==> config.mk <==
export PLATFORM = sky130hd
export DESIGN_NAME = alu_seq_ctrl
export DESIGN_NICKNAME = d
export VERILOG_FILES = /design/src/rtl/sparc_alu_pkg.sv /design/src/rtl/alu_seq_mul.sv /design/src/rtl/alu_seq_ctrl.sv
export SDC_FILE = /design/constraint.sdc
export NUM_CORES = 1
export LEC_CHECK = 0
export ABC_CLOCK_PERIOD_IN_PS = 8000
export CELL_PAD_IN_SITES_DETAIL_PLACEMENT = 0
export CELL_PAD_IN_SITES_GLOBAL_PLACEMENT = 1
export CORE_AREA = 10 10 182 116
export DETAILED_ROUTE_END_ITERATION = 6
export DIE_AREA = 0 0 192 126
export MAX_ROUTING_LAYER = met4
export PLACE_DENSITY = 0.8
export SLEW_MARGIN = 15
export SYNTH_ARGS = -nofsm -noshare
export SYNTH_HDL_FRONTEND = slang
export SYNTH_SLANG_ARGS = --single-unit
==> constraint.sdc <==
create_clock -name clk -period 8 [get_ports clk]
set_input_delay 2.4 -clock clk [delete_from_list [all_inputs] [get_ports clk]]
set_output_delay 2.4 -clock clk [all_outputs]
set_load 0.01 [all_outputs]
==> src/rtl/sparc_alu_pkg.sv <==
// Shared definitions for the SPARC ALU sequencer: opcode constants,
// the legal-opcode decode, the icc-update decode and the FSM encoding.
package sparc_alu_pkg;

    localparam int OPC_W = 6;

    localparam logic [OPC_W-1:0] OP_ADD    = 6'h00;
    localparam logic [OPC_W-1:0] OP_AND    = 6'h01;
    localparam logic [OPC_W-1:0] OP_OR     = 6'h02;
    localparam logic [OPC_W-1:0] OP_XOR    = 6'h03;
    localparam logic [OPC_W-1:0] OP_SUB    = 6'h04;
    localparam logic [OPC_W-1:0] OP_ANDN   = 6'h05;
    localparam logic [OPC_W-1:0] OP_ORN    = 6'h06;
    localparam logic [OPC_W-1:0] OP_XNOR   = 6'h07;
    localparam logic [OPC_W-1:0] OP_ADDX   = 6'h08;
    localparam logic [OPC_W-1:0] OP_SUBX   = 6'h0C;
    localparam logic [OPC_W-1:0] OP_ADDCC  = 6'h10;
    localparam logic [OPC_W-1:0] OP_ANDCC  = 6'h11;
    localparam logic [OPC_W-1:0] OP_ORCC   = 6'h12;
    localparam logic [OPC_W-1:0] OP_XORCC  = 6'h13;
    localparam logic [OPC_W-1:0] OP_SUBCC  = 6'h14;
    localparam logic [OPC_W-1:0] OP_ANDNCC = 6'h15;
    localparam logic [OPC_W-1:0] OP_ORNCC  = 6'h16;
    localparam logic [OPC_W-1:0] OP_XNORCC = 6'h17;
    localparam logic [OPC_W-1:0] OP_ADDXCC = 6'h18;
    localparam logic [OPC_W-1:0] OP_SUBXCC = 6'h1C;
    localparam logic [OPC_W-1:0] OP_SLL    = 6'h25;
    localparam logic [OPC_W-1:0] OP_SRL    = 6'h26;
    localparam logic [OPC_W-1:0] OP_SRA    = 6'h27;

    typedef enum logic [2:0] {
        IDLE    = 3'd0,
        ISSUE   = 3'd1,
        SAMPLE  = 3'd2,
        MISSUE  = 3'd3,
        MSAMPLE = 3'd4,
        RESP    = 3'd5
    } seq_state_e;

    // Opcodes the ALU implements; anything else completes with an error.
    function automatic logic op_legal(input logic [OPC_W-1:0] op);
        return op inside {[OP_ADD:OP_ADDX], OP_SUBX, [OP_ADDCC:OP_ADDXCC],
                          OP_SUBXCC, [OP_SLL:OP_SRA]};
    endfunction

    // The cc variants (bit 4 set, bit 5 clear) write the icc flags.
    function automatic logic op_sets_icc(input logic [OPC_W-1:0] op);
        return op[4] & ~op[5];
    endfunction

endpackage

==> src/rtl/alu_seq_mul.sv <==
// Shift-add unsigned multiply datapath for alu_seq_ctrl. Each step the ALU
// adds the partial sum (hi) and either the multiplicand or zero; the carry,
// sum and low word are then shifted right by one. Compiled only when
// ALU_SEQ_MUL_EN is defined.
`ifdef ALU_SEQ_MUL_EN
module alu_seq_mul
    import sparc_alu_pkg::*;
#(
    parameter int XLEN      = 32,
    parameter int MUL_STEPS = 32
) (
    input  logic            clk,
    input  logic            reset,
    input  logic            load,
    input  logic [XLEN-1:0] a,
    input  logic [XLEN-1:0] b,
    input  logic            step_en,
    input  logic [XLEN-1:0] alu_result,
    input  logic            alu_c,
    output logic [XLEN-1:0] hi,
    output logic [XLEN-1:0] addend,
    output logic [XLEN-1:0] hi_next,
    output logic [XLEN-1:0] lo_next,
    output logic            last
);

    localparam int STEP_W = $clog2(MUL_STEPS);

    logic [XLEN-1:0]   lo;
    logic [XLEN-1:0]   m;
    logic [STEP_W-1:0] step;

    assign addend  = lo[0] ? m : '0;
    assign hi_next = {alu_c, alu_result[XLEN-1:1]};
    assign lo_next = {alu_result[0], lo[XLEN-1:1]};
    assign last    = (step == STEP_W'(MUL_STEPS - 1));

    // Operand and partial-product registers: loaded on accept, shifted per step.
    always_ff @(posedge clk) begin
        if (load) begin
            hi <= '0;
            lo <= a;
            m  <= b;
        end else if (step_en) begin
            hi <= hi_next;
            lo <= lo_next;
        end
    end

    // Step counter, restarted on every multiply accept.
    always_ff @(posedge clk or posedge reset) begin
        if (reset) begin
            step <= '0;
        end else if (load) begin
            step <= '0;
        end else if (step_en) begin
            step <= step + 1'b1;
        end
    end

endmodule
`endif

==> src/rtl/alu_seq_ctrl.sv <==
// Sequencer and icc owner for the 32-bit SPARC ALU. Takes one request at a
// time, issues it to the external ALU with an ALUE toggle, samples the result
// a cycle later and holds the response until it is accepted.
// Optional feature macro: ALU_SEQ_MUL_EN adds a 32-step unsigned multiply
// that iterates the ALU adder; without it a multiply request returns an error.
module alu_seq_ctrl
    import sparc_alu_pkg::*;
#(
    parameter int XLEN      = 32,
    parameter int MUL_STEPS = 32
) (
    input  logic             clk,
    input  logic             reset,
    input  logic             req_valid,
    output logic             req_ready,
    input  logic [OPC_W-1:0] req_opcode,
    input  logic             req_mul,
    input  logic [XLEN-1:0]  req_a,
    input  logic [XLEN-1:0]  req_b,
    output logic             rsp_valid,
    input  logic             rsp_ready,
    output logic [XLEN-1:0]  rsp_result,
    output logic [XLEN-1:0]  rsp_hi,
    output logic             rsp_err,
    output logic [OPC_W-1:0] alu_opcode,
    output logic [XLEN-1:0]  alu_a,
    output logic [XLEN-1:0]  alu_b,
    output logic             alu_carry,
    output logic             alu_e,
    input  logic [XLEN-1:0]  alu_result,
    input  logic             alu_n,
    input  logic             alu_z,
    input  logic             alu_v,
    input  logic             alu_c,
    output logic             icc_n,
    output logic             icc_z,
    output logic             icc_v,
    output logic             icc_c
);

    // The multiply needs exactly one shift-add step per operand bit.
    if (XLEN != 32 || MUL_STEPS != XLEN) begin : g_cfg_check
        $error("alu_seq_ctrl: only XLEN = MUL_STEPS = 32 is supported");
    end

    seq_state_e       state;
    logic             accept;
    logic [OPC_W-1:0] op_q;
    logic [XLEN-1:0]  a_q;
    logic [XLEN-1:0]  b_q;

    assign accept = (state == IDLE) && req_valid && req_ready;

`ifdef ALU_SEQ_MUL_EN
    logic [XLEN-1:0] mul_hi;
    logic [XLEN-1:0] mul_addend;
    logic [XLEN-1:0] mul_hi_next;
    logic [XLEN-1:0] mul_lo_next;
    logic            mul_last;

    alu_seq_mul #(
        .XLEN      (XLEN),
        .MUL_STEPS (MUL_STEPS)
    ) u_mul (
        .clk        (clk),
        .reset      (reset),
        .load       (accept && req_mul),
        .a          (req_a),
        .b          (req_b),
        .step_en    (state == MSAMPLE),
        .alu_result (alu_result),
        .alu_c      (alu_c),
        .hi         (mul_hi),
        .addend     (mul_addend),
        .hi_next    (mul_hi_next),
        .lo_next    (mul_lo_next),
        .last       (mul_last)
    );
`else
    assign rsp_hi = '0;
`endif

    // Request capture; only the opcode and operands of an ALU op are needed later.
    always_ff @(posedge clk) begin
        if (accept) begin
            op_q <= req_opcode;
            a_q  <= req_a;
            b_q  <= req_b;
        end
    end

    // Sequencer FSM with registered handshake, ALU drive, response and icc.
    always_ff @(posedge clk or posedge reset) begin
        if (reset) begin
            state      <= IDLE;
            req_ready  <= 1'b0;
            rsp_valid  <= 1'b0;
            rsp_result <= '0;
            rsp_err    <= 1'b0;
`ifdef ALU_SEQ_MUL_EN
            rsp_hi     <= '0;
`endif
            alu_opcode <= '0;
            alu_a      <= '0;
            alu_b      <= '0;
            alu_carry  <= 1'b0;
            alu_e      <= 1'b0;
            {icc_n, icc_z, icc_v, icc_c} <= 4'b0000;
        end else begin
            case (state)
                IDLE: begin
                    if (accept) begin
                        req_ready  <= 1'b0;
                        rsp_result <= '0;
                        rsp_err    <= 1'b0;
`ifdef ALU_SEQ_MUL_EN
                        rsp_hi     <= '0;
`endif
                        if (req_mul) begin
`ifdef ALU_SEQ_MUL_EN
                            state     <= MISSUE;
`else
                            state     <= RESP;
                            rsp_valid <= 1'b1;
                            rsp_err   <= 1'b1;
`endif
                        end else if (op_legal(req_opcode)) begin
                            state <= ISSUE;
                        end else begin
                            state     <= RESP;
                            rsp_valid <= 1'b1;
                            rsp_err   <= 1'b1;
                        end
                    end else begin
                        req_ready <= 1'b1;
                    end
                end
                ISSUE: begin
                    alu_opcode <= op_q;
                    alu_a      <= a_q;
                    alu_b      <= b_q;
                    alu_carry  <= icc_c;
                    alu_e      <= ~alu_e;
                    state      <= SAMPLE;
                end
                SAMPLE: begin
                    rsp_result <= alu_result;
                    if (op_sets_icc(op_q)) begin
                        {icc_n, icc_z, icc_v, icc_c} <= {alu_n, alu_z, alu_v, alu_c};
                    end
                    rsp_valid <= 1'b1;
                    state     <= RESP;
                end
`ifdef ALU_SEQ_MUL_EN
                MISSUE: begin
                    alu_opcode <= OP_ADDCC;
                    alu_a      <= mul_hi;
                    alu_b      <= mul_addend;
                    alu_carry  <= 1'b0;
                    alu_e      <= ~alu_e;
                    state      <= MSAMPLE;
                end
                MSAMPLE: begin
                    if (mul_last) begin
                        rsp_result <= mul_lo_next;
                        rsp_hi     <= mul_hi_next;
                        rsp_valid  <= 1'b1;
                        state      <= RESP;
                    end else begin
                        state <= MISSUE;
                    end
                end
`endif
                RESP: begin
                    if (rsp_ready) begin
                        rsp_valid <= 1'b0;
                        req_ready <= 1'b1;
                        state     <= IDLE;
                    end
                end
                default: begin
                    state <= IDLE;
                end
            endcase
        end
    end

endmodule
**Yosys cells after proc, flatten, opt, wreduce, memory -nomap -nowiden**

Cells that the tools add are included.

- Register bits after elaboration: 184
- Output and inout bits: 143
- Word-level logic and storage cells: 67

- $lt $le $gt $ge: 6
- Equal/unequal tests: 8
- Mux-type cells: 17
- Bitwise gates (word level): 3
- Reductions and logical operators: 16

Operators by type and width:

| operator | count |
|---|---|
| $pmux W32 S2 | 1 |
| $mux W32 | 1 |
| $mux W3 | 4 |
| $pmux W3 S4 | 1 |
| $reduce_and A2 Y1 | 5 |
| $mux W1 | 8 |
| $eq A6 B4 Y1 const B | 1 |
| $eq A6 B5 Y1 const B | 1 |
| $ge A6 B1 Y1 const B | 1 |
| $ge A6 B5 Y1 const B | 1 |
| $ge A6 B6 Y1 const B | 1 |
| $le A6 B4 Y1 const B | 1 |
| $le A6 B5 Y1 const B | 1 |
| $le A6 B6 Y1 const B | 1 |
| $logic_and A1 B1 Y1 | 5 |
| $reduce_bool A5 Y1 | 1 |
| $ne A2 B2 Y1 const B | 2 |
| $reduce_and A4 Y1 | 1 |
| $reduce_bool A2 Y1 | 2 |
| $eq A3 B1 Y1 const B | 1 |
| $eq A3 B2 Y1 const B | 1 |
| $eq A3 B3 Y1 const B | 1 |
| $logic_not A3 Y1 | 1 |
| $ne A3 B3 Y1 const B | 1 |
| 5 further kinds | 6 |

**Longest topological paths before layout**

Gate-level depths: netlist of run 1.

- Depth in word-level cells: 7
- Mapped depth: 5

**Worst setup path before layout of run 1**

No wires, ideal clock.

- Kind: input-to-reg
- Start: input req_valid
- End: register rsp_err
- Setup time: 0.084 ns
- Data arrival time: 7.124 ns
- Data required time: 7.916 ns
- Path slack: 0.792 ns
- Stages on the path: 3
- Buffers on the path: 0
- Cells stage by stage: and2_1 > nor4b_2 > mux2_2

- Word-level cells in the longest chain between the ends: 3

Ends and longest elaborated chain:

| element | line | RTL |
|---|---|---|
| from (decl) | alu_seq_ctrl.sv:14 | `input logic req_valid,` |
| $logic_and A1 B1 Y1 (2 in a row) | alu_seq_ctrl.sv:52 | `assign accept = (state == IDLE) && req_valid && req_ready;` |
| net accept | alu_seq_ctrl.sv:47 | `logic accept;` |
| $reduce_and A2 Y1 (no source line) | - |  |
| to (signal assigned) | alu_seq_ctrl.sv:99 | `rsp_err <= 1'b0;` |
| to (signal assigned) | alu_seq_ctrl.sv:115 | `rsp_err <= 1'b0;` |
| to (signal assigned) | alu_seq_ctrl.sv:125 | `rsp_err <= 1'b1;` |
| to (decl) | alu_seq_ctrl.sv:24 | `output logic rsp_err,` |

The timed path passes the listed nets, and every way through them passes these cells.
A chain may end at the register's enable or synchronous reset.

**Worst setup path in the final report of run 1**

- Start: register alu_a[14]
- End: output alu_a[14]

RTL lines:

| element | line | RTL |
|---|---|---|
| from (decl) | alu_seq_ctrl.sv:26 | `output logic [XLEN-1:0] alu_a,` |
| from (signal assigned) | alu_seq_ctrl.sv:140 | `alu_a <= a_q;` |

No word-level cell between the ends.

==> results of run 1 <==
==> cell families after synthesis <==
group                     share of synthesized area, %
AOI/OAI and AO/OA                                5.082
other                                          0.05684
muxes                                            12.97
xor gates and xnor gates                        0.1328
buffers and inverters                            5.196
and+or+nand+nor                                  1.460
DFF                                              75.10
==> flip-flops by register name (all words and copies together), names as in the netlist, 3 cells and up <==
name and flops:
a_q 32, alu_a 32, alu_b 32, alu_opcode 6, b_q 32, op_q 6, rsp_result 32, state 3
==> per-layer routing <==
| metal | global-route usage [%] | share of wire (%) |
|---|---|---|
| met2 | 20.50 | 45 |
| met5 | - | 0 |
| met1 | 18.37 | 46 |
| met4 | 4.859 | 1.2 |
| met3 | 4.879 | 8.3 |
==> cells in the final DEF, fill, tap and decap left out, types with 2 or more instances in the layout <==
| master | instances |
|---|---|
| inv_8 | 2 |
| buf_4 | 6 |
| clkbuf_16 | 21 |
| mux2_1 | 4 |
| nand3_1 | 2 |
| clkdlybuf4s50_1 | 221 |
| a22o_1 | 32 |
| mux2_2 | 72 |
| conb_1 | 32 |
| dfrtp_1 | 114 |
| edfxtp_1 | 70 |
| clkinv_4 | 2 |
| nand3b_1 | 2 |
| inv_4 | 3 |
| o21ai_0 | 4 |
| inv_6 | 4 |
| nor2_1 | 4 |
==> report_power, final <==
part           internal, mW  switching, mW
Clock                 0.491          0.372
Combinational         0.764          0.536
Sequential             1.35          0.190
==> worst max-delay path by stage <==
stage	to	slack [ns]	cells past startpoint
final	alu_a[14]	4.21	1
after global routing	alu_b[14]$_DFFE_PP0P_	4.04	3
after CTS	alu_a[12]$_DFFE_PP0P_	4.18	3
after detailed placement	alu_b[8]$_DFFE_PP0P_	3.71	3
after global placement	rsp_err$_DFFE_PP0P_	3.80	5
after floorplan	rsp_err$_DFFE_PP0P_	0.79	3
==> stage by stage <==
step	std cells	power, mW	instance area, um2	worst slack, ns
finish	851	3.701	9589	4.210
global route	851	3.906	9589	4.039
CTS	850	3.761	9587	4.178
detailed placement	818	2.877	8960	3.708
global placement	818	2.837	8960	3.802
floorplan	399	2.153	6714	0.7918
==> area by class of cell <==
type                       count  area, um2
antenna                        1      2.502
clock buffer                  22      539.3
clock inverter                10      87.58
fill                        1425       8145
inverter                       3      13.76
multi-input combinational    164       1434
sequential                   184       4955
tap                          240      300.3
timing repair buffer         227       2257
==> worst register-to-register path, stage by stage, from the launching register on <==
cell	delay [ns]
dfrtp_1	0.55
nor3b_2	0.22
buf_4	0.76
mux2_2	0.46
==> impl_metrics.json, run 1 <==
{
  "hold_buffers": 0,
  "post-route-period-util_pct": 47.37,
  "dieArea_um2": 24190,
  "arrival_ns": 1.39,
  "hp-start": "b_q[17]$_DFFE_PP_",
  "fin_skew_ns": 0.01006,
  "clock_sinks": 184,
  "worst_pin_slew_ns": 0.9665,
  "whs_path_depth": 1,
  "peakVddDrop_mv": 0.1778,
  "ctsRootBufferMaster": "clkbuf_16",
  "synth.top_cells.by_area": "dfrtp_1, edfxtp_1, mux2_2",
  "wl_um": 16730,
  "crit_buf_inv": 1,
  "fin_util_pct": 54.07,
  "ant_nets": 0,
  "post_synth.cell_area_avg_um2": 17.93,
  "yosysMostFrequentCell": "dfrtp_1",
  "ys_types": 28,
  "yosysWarningCount": 0,
  "reg2regPathDepth": 3,
  "drive_above_1_share_pct": 19.02,
  "outcome": "finished, final reports clean",
  "postSynth.asyncResetShare_pct": 61.96,
  "synth.top_cells.by_count": "dfrtp_1, mux2_2, edfxtp_1",
  "drc": 0,
  "dpl.hpwl_um": 12240,
  "portBuffers": 221,
  "holdPathEnd": "alu_b[17]$_DFFE_PP0P_",
  "worstPathMaxFanout": 2,
  "slew_viol_final": 0,
  "grt_overflow": 0,
  "yosysTopAreaCellShare_pct": 43.24,
  "antenna_found_initial": 1,
  "die_w_um": 192,
  "grt_pass1_wl_um": 25650,
  "crit_path_cell_trace": "clkdlybuf4s50_1",
  "cts_buffers": 17,
  "cp-start-kind": "register",
  "synth_top_cell_by_area": "dfrtp_1",
  "cts_setup_buffers": 0,
  "drtPass1Iterations": 4,
  "rsz0062_at_grt": "no",
  "path_delay_family": "buffers and inverters",
  "core_area_um2": 17730,
  "critPathKind": "register to output port",
  "synthFlopType": "dfrtp_1",
  "num_vias": 3891,
  "synth_area_um2": 6598,
  "setup_viol_count_final": 0,
  "final_nets": 708,
  "ios": 254,
  "cap_violations": 0,
  "hold_violations": 0,
  "crit_path_top_delay_cell": "clkdlybuf4s50_1",
  "tns_ns": 0,
  "wl_per_cell_um": 19.66,
  "ys_seq_elements": 184,
  "r2r_start": "state[0]$_DFFE_PP0P_",
  "required_ns": 5.60,
  "leakagePower_nw": 3.806,
  "areaGrowthSynthToFinish_pct": 45.34,
  "via_per_inst": 4.572,
  "fp.dieH_um": 126,
  "rows": 38,
  "hold_ws_ns": 0.4749,
  "yosysSeqAreaShare_pct": 75.10,
  "worstReg2RegEnd": "alu_a[18]$_DFFE_PP0P_",
  "grt_start_max_net_pins": 74,
  "clk_pin_slew_ns": 0.07,
  "synth_cells": 368,
  "endpoint_kind": "output port",
  "min_path_type": "register to register",
  "synth_edf_count": 70,
  "cts_resized": 0,
  "insertion_delay_ns": 0.43,
  "start_util_pct": 37.20,
  "period_minus_slack_ns": 3.790,
  "max_slew_margin_pct": 35.56,
  "r2r_slack_ns": 5.88,
  "first_global_vias": 4329,
  "cts_tree": "yes",
  "cts_max_path_buffers": 2,
  "cts_htree_levels": 4,
  "cpPeakStageDelay_ns": 0.58,
  "grt_usage_pct": 14.23,
  "crit_start": "alu_a[14]$_DFFE_PP0P_",
  "drtIter0Drc": 242,
  "max_freq_mhz": 263.9,
  "p_per_area_nw_per_um2": 386.0,
  "gp_congestion": 0.7856
}
Power figures use the tool's default switching activity.
==> run 2: changes to the inputs <==
Settings changed: ABC_CLOCK_PERIOD_IN_PS 8000 to 3100, CORE_AREA 10 10 182 116 to 10 10 197 125, DIE_AREA 0 0 192 126 to 0 0 207 135, PLACE_DENSITY 0.8 to 0.72.
Clock period 8 ns to 3.1 ns, I/O delays scaled along.
==> run 2 against run 1 <==
Core utilization fell by 7.9 points. Setup slack worse by 3.4 ns. Worst hold slack lost 0.00089 ns. Register-to-register slack got worse by 4.7 ns. Combinational power grew to 2.6 times the previous value. Critical path type unchanged. Highest routed layer unchanged.
==> impl_metrics.json, run 2 (synthesized netlist as in run 1, its figures left out) <==
{
  "outcome": "finished, final reports clean",
  "cp-start-kind": "register",
  "tns_ns": 0,
  "grt_usage_pct": 12.48,
  "ant_nets": 0,
  "worstPathMaxFanout": 2,
  "gp_congestion": 0.7993,
  "grt_pass1_wl_um": 26250,
  "required_ns": 2.17,
  "drive_above_1_share_pct": 18.66,
  "hold_ws_ns": 0.4740,
  "hold_buffers": 0,
  "cts_max_path_buffers": 2,
  "endpoint_kind": "output port",
  "fin_util_pct": 46.13,
  "setup_viol_count_final": 0,
  "reg2regPathDepth": 3,
  "most-common-layout-cells": "clkdlybuf4s50_1, dfrtp_1, mux2_2",
  "cap_violations": 0,
  "slew_viol_final": 0,
  "cts_buffers": 17,
  "path_delay_family": "buffers and inverters",
  "fin_skew_ns": 0.01147,
  "ios": 254,
  "dieArea_um2": 27950,
  "core_area_um2": 20830,
  "ctsRootBufferMaster": "clkbuf_16",
  "cts_htree_levels": 4,
  "num_vias": 3859,
  "period_minus_slack_ns": 2.309,
  "max_slew_margin_pct": 59.69,
  "insertion_delay_ns": 0.43,
  "hold_violations": 0,
  "p_per_area_nw_per_um2": 980.1,
  "wl_um": 17010,
  "dpl.hpwl_um": 12300,
  "drtIter0Drc": 172,
  "fp.dieH_um": 135,
  "rsz0062_at_grt": "no",
  "peakVddDrop_mv": 0.4191,
  "cts_setup_buffers": 0,
  "grt_overflow": 0,
  "post-route-period-util_pct": 74.48,
  "antenna_found_initial": 0,
  "critPathKind": "register to output port",
  "max_freq_mhz": 433.1,
  "cp_num_cells": 1,
  "crit_path_cell_trace": "clkdlybuf4s50_1",
  "final_common_cell": "clkdlybuf4s50_1",
  "first_global_vias": 4304,
  "drc": 0,
  "worst_pin_slew_ns": 0.6047,
  "clock_sinks": 184,
  "areaGrowthSynthToFinish_pct": 45.63,
  "clk_pin_slew_ns": 0.06,
  "wl_per_cell_um": 19.12,
  "fin_cells": 890,
  "cts_tree": "yes",
  "cts_resized": 0,
  "crit_buf_inv": 1,
  "portBuffers": 221,
  "whs_path_depth": 1,
  "final_nets": 709,
  "die_w_um": 207,
  "drtPass1Iterations": 4,
  "grt_start_max_net_pins": 76,
  "leakagePower_nw": 3.779,
  "cpPeakStageDelay_ns": 0.56,
  "via_per_inst": 4.336,
  "rows": 41,
  "antenna-diode-count": 0,
  "crit_path_top_delay_cell": "clkdlybuf4s50_1",
  "start_util_pct": 31.68,
  "arrival_ns": 1.38,
  "place_inst": 858,
  "min_path_type": "register to register"
}
## run 2: cell types whose count changed in the layout (fill, tap and decap cells not counted), moves of 2 or more
| cell | before | now |
|---|---|---|
| clkinvlp_4 | 0 | 2 |
| clkbuf_1 | 0 | 3 |
| clkinv_2 | 0 | 4 |
| inv_6 | 4 | 2 |
| inv_8 | 2 | 0 |
| clkbuf_16 | 21 | 17 |
| buf_12 | 0 | 2 |
| inv_4 | 3 | 0 |
| bufinv_16 | 0 | 2 |
## run 2: final timing paths
path                                       from                     to  slack [ns]
min in group asynchronous                 reset  alu_b[22]$_DFFE_PP0P_        0.97
setup reg to reg           state[0]$_DFFE_PP0P_  alu_a[22]$_DFFE_PP0P_        1.20
hold reg to reg               a_q[17]$_DFFE_PP_  alu_a[17]$_DFFE_PP0P_        0.47
max in group asynchronous                 reset   alu_b[0]$_DFFE_PP0P_        1.66
hold / removal                a_q[17]$_DFFE_PP_  alu_a[17]$_DFFE_PP0P_        0.47
setup / recovery           alu_b[0]$_DFFE_PP0P_               alu_b[0]        0.79
## run 2: power by group
group	switching [mW]	internal (mW)
logic	1.42	1.99
clock network	0.896	1.19
registers	0.456	3.48
## run 2: layer usage
metal	part of all wire [%]	global-route usage [%]	wire length [um]
met1	48	16.42	8155
met2	46	17.84	7870
met3	4.9	4.030	835
met4	0.89	4.118	151
met5	0	-	0
## run 2: area by class of cell
cell class / count / area (um2)
fill: 1878 / 11220
sequential: 184 / 4955
timing repair buffer: 228 / 2290
multi-input combinational: 164 / 1436
clock buffer: 20 / 436.7
tap: 279 / 349.1
clock inverter: 12 / 126.4
inverter: 3 / 15.01
## run 2: stage by stage
stage	total power, mW	setup WS (ns)	area [um2]
global route	9.972	0.7249	9608
global placement	7.347	0.4098	9045
CTS	9.597	0.7514	9608
finish	9.417	0.7913	9608
detailed placement	7.450	0.3680	9045
floorplan	5.555	-0.8631	6729
